--- config.mk ---
export PLATFORM = sky130hd
export DESIGN_NAME = asic_sram_banked
export DESIGN_NICKNAME = d
export VERILOG_FILES = /design/src/rtl/asic_sram_banked.sv
export SDC_FILE = /design/constraint.sdc
export NUM_CORES = 2
export LEC_CHECK = 0
export ABC_AREA = 1
export CORE_ASPECT_RATIO = 1.1
export CORE_MARGIN = 2
export CORE_UTILIZATION = 61
export CTS_CLUSTER_DIAMETER = 150
export CTS_CLUSTER_SIZE = 16
export DETAILED_ROUTE_END_ITERATION = 10
export PLACE_DENSITY = 0.77
export SYNTH_ARGS = -nofsm -noshare
export SYNTH_HDL_FRONTEND = slang
export SYNTH_SLANG_ARGS = --single-unit
--- constraint.sdc ---
create_clock -name clk -period 7 [get_ports clk]
set_input_delay 1.4 -clock clk [delete_from_list [all_inputs] [get_ports clk]]
set_output_delay 1.4 -clock clk [all_outputs]
set_load 0.02 [all_outputs]
--- src/rtl/asic_sram_banked.sv ---
`default_nettype none
// ============================================================================
// Module   : asic_sram_banked
// Purpose  : Word-addressed SRAM split into NUM_BANKS independent arrays.
//            The low address bits select the bank and the upper bits the row.
//            Only the addressed bank is enabled on an access. After reset an
//            INIT sweep zeroes every word, one per cycle. Requests are refused
//            until the sweep is done. Reads return after RD_LAT cycles
//            (1 or 2). Writes use per-byte lane enables.
// Ports    : clk        in   clock, rising edge
//            rst_n      in   synchronous active-low reset
//            req_valid  in   request present
//            req_ready  out  request can be accepted (RUN state)
//            req_we     in   1 = write, 0 = read
//            req_addr   in   word address [ADDR_W]
//            req_be     in   byte-lane write enables [DATA_W/8]
//            req_wdata  in   write data [DATA_W]
//            rsp_valid  out  one-cycle read-data strobe
//            rsp_rdata  out  read data, held while rsp_valid=0
//            init_busy  out  clear sweep in progress
//            bank_act   out  one-hot enable of the bank accessed this cycle
// Revision : 1.0 - initial release
// ============================================================================
module asic_sram_banked #(
  parameter int DATA_W    = 32,
  parameter int ADDR_W    = 6,
  parameter int NUM_BANKS = 2,
  parameter int RD_LAT    = 1
) (
  input  logic                   clk,
  input  logic                   rst_n,
  input  logic                   req_valid,
  output logic                   req_ready,
  input  logic                   req_we,
  input  logic [ADDR_W-1:0]      req_addr,
  input  logic [DATA_W/8-1:0]    req_be,
  input  logic [DATA_W-1:0]      req_wdata,
  output logic                   rsp_valid,
  output logic [DATA_W-1:0]      rsp_rdata,
  output logic                   init_busy,
  output logic [NUM_BANKS-1:0]   bank_act
);

  localparam int BANK_BITS = $clog2(NUM_BANKS);
  localparam int BANK_W    = (BANK_BITS > 0) ? BANK_BITS : 1;
  localparam int ROW_W     = ADDR_W - BANK_BITS;
  localparam int ROWS      = 1 << ROW_W;
  localparam int LANES     = DATA_W / 8;

  localparam logic [0:0] ST_INIT = 1'b0;
  localparam logic [0:0] ST_RUN  = 1'b1;

  generate
    if ((RD_LAT != 1) && (RD_LAT != 2)) begin : g_bad_rd_lat
      $error("asic_sram_banked: RD_LAT must be 1 or 2");
    end
    if ((DATA_W % 8 != 0) || (DATA_W < 16)) begin : g_bad_data_w
      $error("asic_sram_banked: DATA_W must be a multiple of 8, at least 16");
    end
    if ((NUM_BANKS < 1) || ((1 << BANK_BITS) != NUM_BANKS) || (NUM_BANKS > (1 << (ADDR_W - 1)))) begin : g_bad_banks
      $error("asic_sram_banked: NUM_BANKS must be a power of 2 in 1..2^(ADDR_W-1)");
    end
  endgenerate

  logic [0:0]         r_state;
  logic [ADDR_W-1:0]  r_cnt;
  logic               w_run;
  logic               w_acc;
  logic               w_rd;
  logic               w_we;
  logic [LANES-1:0]   w_be;
  logic [DATA_W-1:0]  w_wdata;
  logic [ADDR_W-1:0]  w_addr;
  logic [BANK_W-1:0]  w_bank;
  logic [ROW_W-1:0]   w_row;
  logic               r_v1;
  logic [BANK_W-1:0]  r_sel;
  logic [DATA_W-1:0]  w_q;
  logic [DATA_W-1:0]  w_bank_q [NUM_BANKS];

  assign w_run     = (r_state == ST_RUN);
  assign req_ready = w_run;
  assign init_busy = !w_run;

  // The INIT sweep borrows the same bank port as user requests: it is a
  // full-lane write of zero to the counter address.
  assign w_acc   = rst_n && (w_run ? req_valid : 1'b1);
  assign w_rd    = rst_n && w_run && req_valid && !req_we;
  assign w_we    = w_run ? req_we    : 1'b1;
  assign w_be    = w_run ? req_be    : {LANES{1'b1}};
  assign w_wdata = w_run ? req_wdata : {DATA_W{1'b0}};
  assign w_addr  = w_run ? req_addr  : r_cnt;
  assign w_row   = w_addr[ADDR_W-1 -: ROW_W];

  generate
    if (BANK_BITS > 0) begin : g_bank_dec
      assign w_bank = w_addr[BANK_W-1:0];
    end else begin : g_single_bank
      assign w_bank = '0;
    end
  endgenerate

  assign bank_act = w_acc ? (NUM_BANKS'(1) << w_bank) : '0;

  // INIT -> RUN on the edge that clears the last word; the counter wraps to
  // zero on that same edge and is only ever restarted by reset.
  always_ff @(posedge clk) begin
    if (!rst_n) begin
      r_state <= ST_INIT;
      r_cnt   <= '0;
    end else if (!w_run) begin
      r_cnt <= r_cnt + 1'b1;
      if (&r_cnt) begin
        r_state <= ST_RUN;
      end
    end
  end

  generate
    for (genvar b = 0; b < NUM_BANKS; b++) begin : g_bank
      logic [DATA_W-1:0] mem [ROWS];
      logic [DATA_W-1:0] r_q;

      always_ff @(posedge clk) begin
        if (bank_act[b] && w_we) begin
          for (int k = 0; k < LANES; k++) begin
            if (w_be[k]) begin
              mem[w_row][8*k +: 8] <= w_wdata[8*k +: 8];
            end
          end
        end
      end

      // Bank output register loads only on a read of this bank, so it holds
      // the last word read between reads.
      always_ff @(posedge clk) begin
        if (!rst_n) begin
          r_q <= '0;
        end else if (bank_act[b] && !w_we) begin
          r_q <= mem[w_row];
        end
      end

      assign w_bank_q[b] = r_q;
    end
  endgenerate

  always_ff @(posedge clk) begin
    if (!rst_n) begin
      r_v1  <= 1'b0;
      r_sel <= '0;
    end else begin
      r_v1 <= w_rd;
      if (w_rd) begin
        r_sel <= w_bank;
      end
    end
  end

  assign w_q = w_bank_q[r_sel];

  generate
    if (RD_LAT == 2) begin : g_lat2
      logic              r_v2;
      logic [DATA_W-1:0] r_d2;

      always_ff @(posedge clk) begin
        if (!rst_n) begin
          r_v2 <= 1'b0;
          r_d2 <= '0;
        end else begin
          r_v2 <= r_v1;
          if (r_v1) begin
            r_d2 <= w_q;
          end
        end
      end

      assign rsp_valid = r_v2;
      assign rsp_rdata = r_d2;
    end else begin : g_lat1
      assign rsp_valid = r_v1;
      assign rsp_rdata = w_q;
    end
  endgenerate

endmodule
`default_nettype wire

=== Word-level counts from Yosys, hierarchy flattened ===
Memory sizes are Yosys's and may differ from the RTL's. A register that Yosys moved wholly into a read port is not among the register bits.
Cells that the tools add are included.

* Register bits after elaboration: 9
* Latch bits: 0
* Bits in writable memories: 2048
* Memory bits (read-only): 0
* Input port bits: 46
* Output and inout bits: 37
* Word-level logic and storage cells: 55
* Memories: 2

* Add/sub/neg operators: 1
* Multiply operators: 0
* Div/mod/pow operators: 0
* Order comparisons: 1
* Equal/unequal tests: 0
* Shift operators: 1
* Multiplexer cells: 31
* Bitwise operators: 1
* Reductions and logical operators: 14

{| class="wikitable"
|+ Memories
! memory !! words !! bits a word !! read ports !! clocked after Yosys merged registers in !! write ports !! line !! RTL
|-
| g_bank[0].mem || 32 || 32 || 1 || 1 || 1 || 121 || <nowiki>logic [DATA_W-1:0] mem [ROWS];</nowiki>
|-
| g_bank[1].mem || 32 || 32 || 1 || 1 || 1 || 121 ||
|}

{| class="wikitable"
|+ Operators with widths
! operator !! number
|-
| $mux W32 || 4
|-
| $mux W1 || 24
|-
| $logic_and A1 B1 Y1 || 8
|-
| $add A6 B1 Y6 const B || 1
|-
| $mux W6 || 1
|-
| $reduce_and A6 Y1 || 1
|-
| $logic_not A1 Y1 || 5
|-
| $mux W4 || 1
|-
| $ge A2 B2 Y1 const B || 1
|-
| $mux W2 || 1
|-
| $not A1 Y2 || 1
|-
| $shl A1 B1 Y2 const A || 1
|}

=== Depth between registers and ports, before layout ===
* Word-level depth: 6
* Mapped depth: 16
* Depth with buffers taken out: 13

=== Worst setup path after synthesis ===
Ideal clock, no wire load.

* Path kind: input-to-output
* Start point: in req_addr[0]
* End point: out bank_act[0]
* Data arrival time: 2.049 ns
* Required time: 5.600 ns
* Setup slack: 3.551 ns
* Stages: 3
* Path buffers: 0
* Cell sequence: o21ai_1 > inv_1 > nor2_1

* Longest elaborated chain between the ends: 3

{| class="wikitable"
|+ Ends and longest elaborated chain
! what !! line !! RTL
|-
| from (decl) || 35 || <nowiki>input logic [ADDR_W-1:0] req_addr,</nowiki>
|-
| $mux W6 || 92 || <nowiki>assign w_addr = w_run ? req_addr : r_cnt;</nowiki>
|-
| $shl A1 B1 Y2 || 103 || <nowiki>assign bank_act = w_acc ? (NUM_BANKS'(1) << w_bank) : '0;</nowiki>
|-
| $mux W2 || 103 ||
|-
| to (decl) || 41 || <nowiki>output logic [NUM_BANKS-1:0] bank_act</nowiki>
|}

Every way passes these cells.

=== Worst setup path in the final report ===
* Start point: reg r_state (netlist: req_ready)
* End point: mem g_bank[1].mem[0][26], enable pin

* Longest elaborated chain between the ends: 6
* Elaborated cells between the ends (all ways): 11
* Classes of those cells: shift (1); mux (8); reduce/logical (2)

{| class="wikitable"
|+ Ends and longest elaborated chain
! what !! line !! RTL
|-
| from (decl) || 65 || <nowiki>logic [0:0] r_state;</nowiki>
|-
| from (signal assigned) || 109 || <nowiki>r_state <= ST_INIT;</nowiki>
|-
| from (signal assigned) || 114 || <nowiki>r_state <= ST_RUN;</nowiki>
|-
| $mux W6 or $mux W1 (tied branches) || 92, 87 ||
|-
| $shl A1 B1 Y2 or $logic_and A1 B1 Y1 (tied branches) || 103, 87 ||
|-
| $mux W2 || 103 ||
|-
| $logic_and A1 B1 Y1 || 125 || <nowiki>if (bank_act[b] && w_we) begin</nowiki>
|-
| $mux W1 || 125 ||
|-
| $mux W1 (implied by the code) || 128 || <nowiki>mem[w_row][8*k +: 8] <= w_wdata[8*k +: 8];</nowiki>
|-
| to (decl) || 121 ||
|}

Several ways; a longest one is shown, not always the timed one.

==> reports/metrics.yaml <==
outcome: "finished clean"
fp.dieH_um: 407
clkSinkCount: 2121
synth.distinct_cells: 23
hold_buffers: 0
cts_tree: "done"
crit_top_cell: "buf_4"
p_per_area_nw_per_um2: 246
clkLatencyLatePin_ns: 0.83
crit_chain: "buf_4, o21ai_1, nor3_2, buf_4, nand2_1, nor2_1"
fin_ws_ns: 1.83
p_comb_frac: 0.072
drc: 0
relSlewSlack: 0.161
drv_cap: 0
rr_endpoint: "g_bank[1].mem[0][26]$_DFFE_PP_"
fin_crit_ns: 5.17
crit_buf_inv: 2
max_stage_delay_ns: 0.98
slew_viol_final: 0
cp_max_fo: 40
finalHoldViolations: 0
synth_nets: 8998
end_kind: "flip-flop"
required_ns: 7.46
ys_seq_elements: 2121
setup_viol: 0
period_share: 0.738
clock_path_buffers: 3
rr_startpoint: "req_ready$_SDFF_PN0_"
dr.pass1.iters: 9
wl_per_cell_um: 23.0
netlist_area_um2: 90000
clock_skew_ns: 0.0379
rows: 147
avgSynthCellArea_um2: 10.1
hp-class: "reg -> reg"
grt_max_degree: 214
cts_root_buf: "clkbuf_16"
drtAntennaViolNets: 0
power.switching_mw: 5.46
r2r_cells: 6
tns_ns: 0
gp_congestion: 0.907
cpLargestDelayFamily: "simple AND/OR/NAND/NOR gates"
overflow: 0
yosysSeqAreaShare: 0.699
crit_arrival_ns: 5.63
syn_inst: 8951
worstMarginPinSlew_ns: 1.25
start_util: 0.616
critPathLaunchType: "flip-flop"
drt-vias-per-instance: 5.91
first_iter_violations: 9243
crit_type: "reg -> reg"
cp_slowest_cell: "nor3_2"
whs_endpoint: "req_ready$_SDFF_PN0_"
place_worst_setup_slack_ns: 1.51
coreArea_um2: 146000
vdd_ir_drop_max_uv: 218
ctsHtreeMaxLevel: 4
power.leakage_nw: 40.4
grt_util_all_layers: 0.329
power_frac_clock: 0.350
dp.cells: 10600
cts_setup_buffers: 0
die_w_um: 370
hold_depth: 2
seqPwrFrac: 0.578
layout_commonest_cell: "nand2_1"
grt_pass1_vias: 60600
num_vias: 64000
grt_pass1_wl_mm: 369
portBuffers: 82
setup.worst_path.start: "req_ready$_SDFF_PN0_"
cts_buffers: 150
io_pins: 83
nNetsFinal: 8842
drive_above_1_share: 0.0422
internal_power_mw: 18.3
fmax_mhz: 193
die_area_um2: 151000
routed_wl_mm: 248
synth_warnings: 0
syn_to_final_growth_pct: 7.33
rsz0062_at_grt: "no"
cts_resized: 0
total_power_mw: 23.8
switching_share: 0.230
layout_common_cells: "4763 x nand2_1, 2048 x edfxtp_1, 768 x nand3_1"
path_clk_slew_ns: 0.08
ff2ff_setup_slack_ns: 1.83
hp-start: "r_cnt[5]$_SDFFE_PN0N_"
dp_hpwl_mm: 141
fin_cells: 10800
antenna_found_initial: 7
## worst max-delay path by stage
stage	endpoint	cells after the start
floorplan	bank_act[0]	3
detailed placement	g_bank[1].mem[0][26]$_DFFE_PP_	7
global placement	g_bank[1].mem[0][30]$_DFFE_PP_	7
global route	g_bank[0].mem[0][27]$_DFFE_PP_	6
CTS	bank_act[0]	6
finish	g_bank[1].mem[0][26]$_DFFE_PP_	6
## per-layer routing
layer | wire length [um] | track usage | part of all wire
met1 | 88200 | 0.433 | 0.36
met2 | 114000 | 0.513 | 0.46
met5 | 31 | 0 | 0.00012
met3 | 32000 | 0.0772 | 0.13
met4 | 14600 | 0.175 | 0.059
## stage by stage
| stage | util | area (um^2) | hold WS [ns] |
|---|---|---|---|
| after detailed placement | 0.632 | 92400 | 0.464 |
| after floorplan | - | 90000 | 0.457 |
| after global routing | 0.661 | 96600 | 0.504 |
| after global placement | 0.632 | 92400 | 0.460 |
| after CTS | 0.661 | 96600 | 0.474 |
| final | 0.661 | 96600 | 0.475 |
## flip-flops by register name (all words and copies together) (netlist names)
| register | cells |
|---|---|
| r_cnt | 6 |
| r_sel | 1 |
| req_ready | 1 |
| g_bank.mem | 2048 |
| g_bank.r_q | 64 |
| rsp_valid | 1 |
## logic make-up after synthesis
group	share of synthesized area
buffers and inverters	0.0326
AND/OR/NAND/NOR	0.262
AO/OA/AOI/OAI	0.00636
adder cells (fa/ha/maj)	0.000139
flip-flops	0.699
## tightest hold or removal path, cell delays in order, from the launching register on
cell	delay, ns
dfxtp_1	0.31
nand3_1	0.07
a21oi_1	0.05
## Yosys cell counts (all sizes together)
cell / count / area, um^2
nor3: 13 / 90.1
inv: 192 / 721
nor4: 1 / 6.26
buf: 234 / 1120
edfxtp: 2048 / 61500
nor2: 446 / 1710
nand3: 768 / 3840
a21oi: 53 / 265
ha: 1 / 12.5
o21ai: 57 / 300
dfxtp: 73 / 1460
nand2: 4774 / 17900
o31ai: 1 / 7.51
clkbuf: 290 / 1090
## power groups by stage
stage	Clock (mW)	Sequential, mW	Combinational (mW)
finish	8.32	13.7	1.71
CTS	8.33	13.7	1.67
floorplan	0	14.0	1.19
global route	8.77	13.7	1.87
detailed placement	0	14.0	1.66
global placement	0	14.0	1.63
## area by class of cell
cell class / count / area (um^2)
fillers: 10800 / 49600
clock inverters: 9 / 101
well taps: 1937 / 2420
diodes: 2 / 5.00
clock buffers: 226 / 4190
inverters: 192 / 728
multi-input cells: 6114 / 24300
flip-flops and latches: 2121 / 63000
repair buffers: 216 / 1940
No activity file was read; power rests on OpenSTA's default activity.
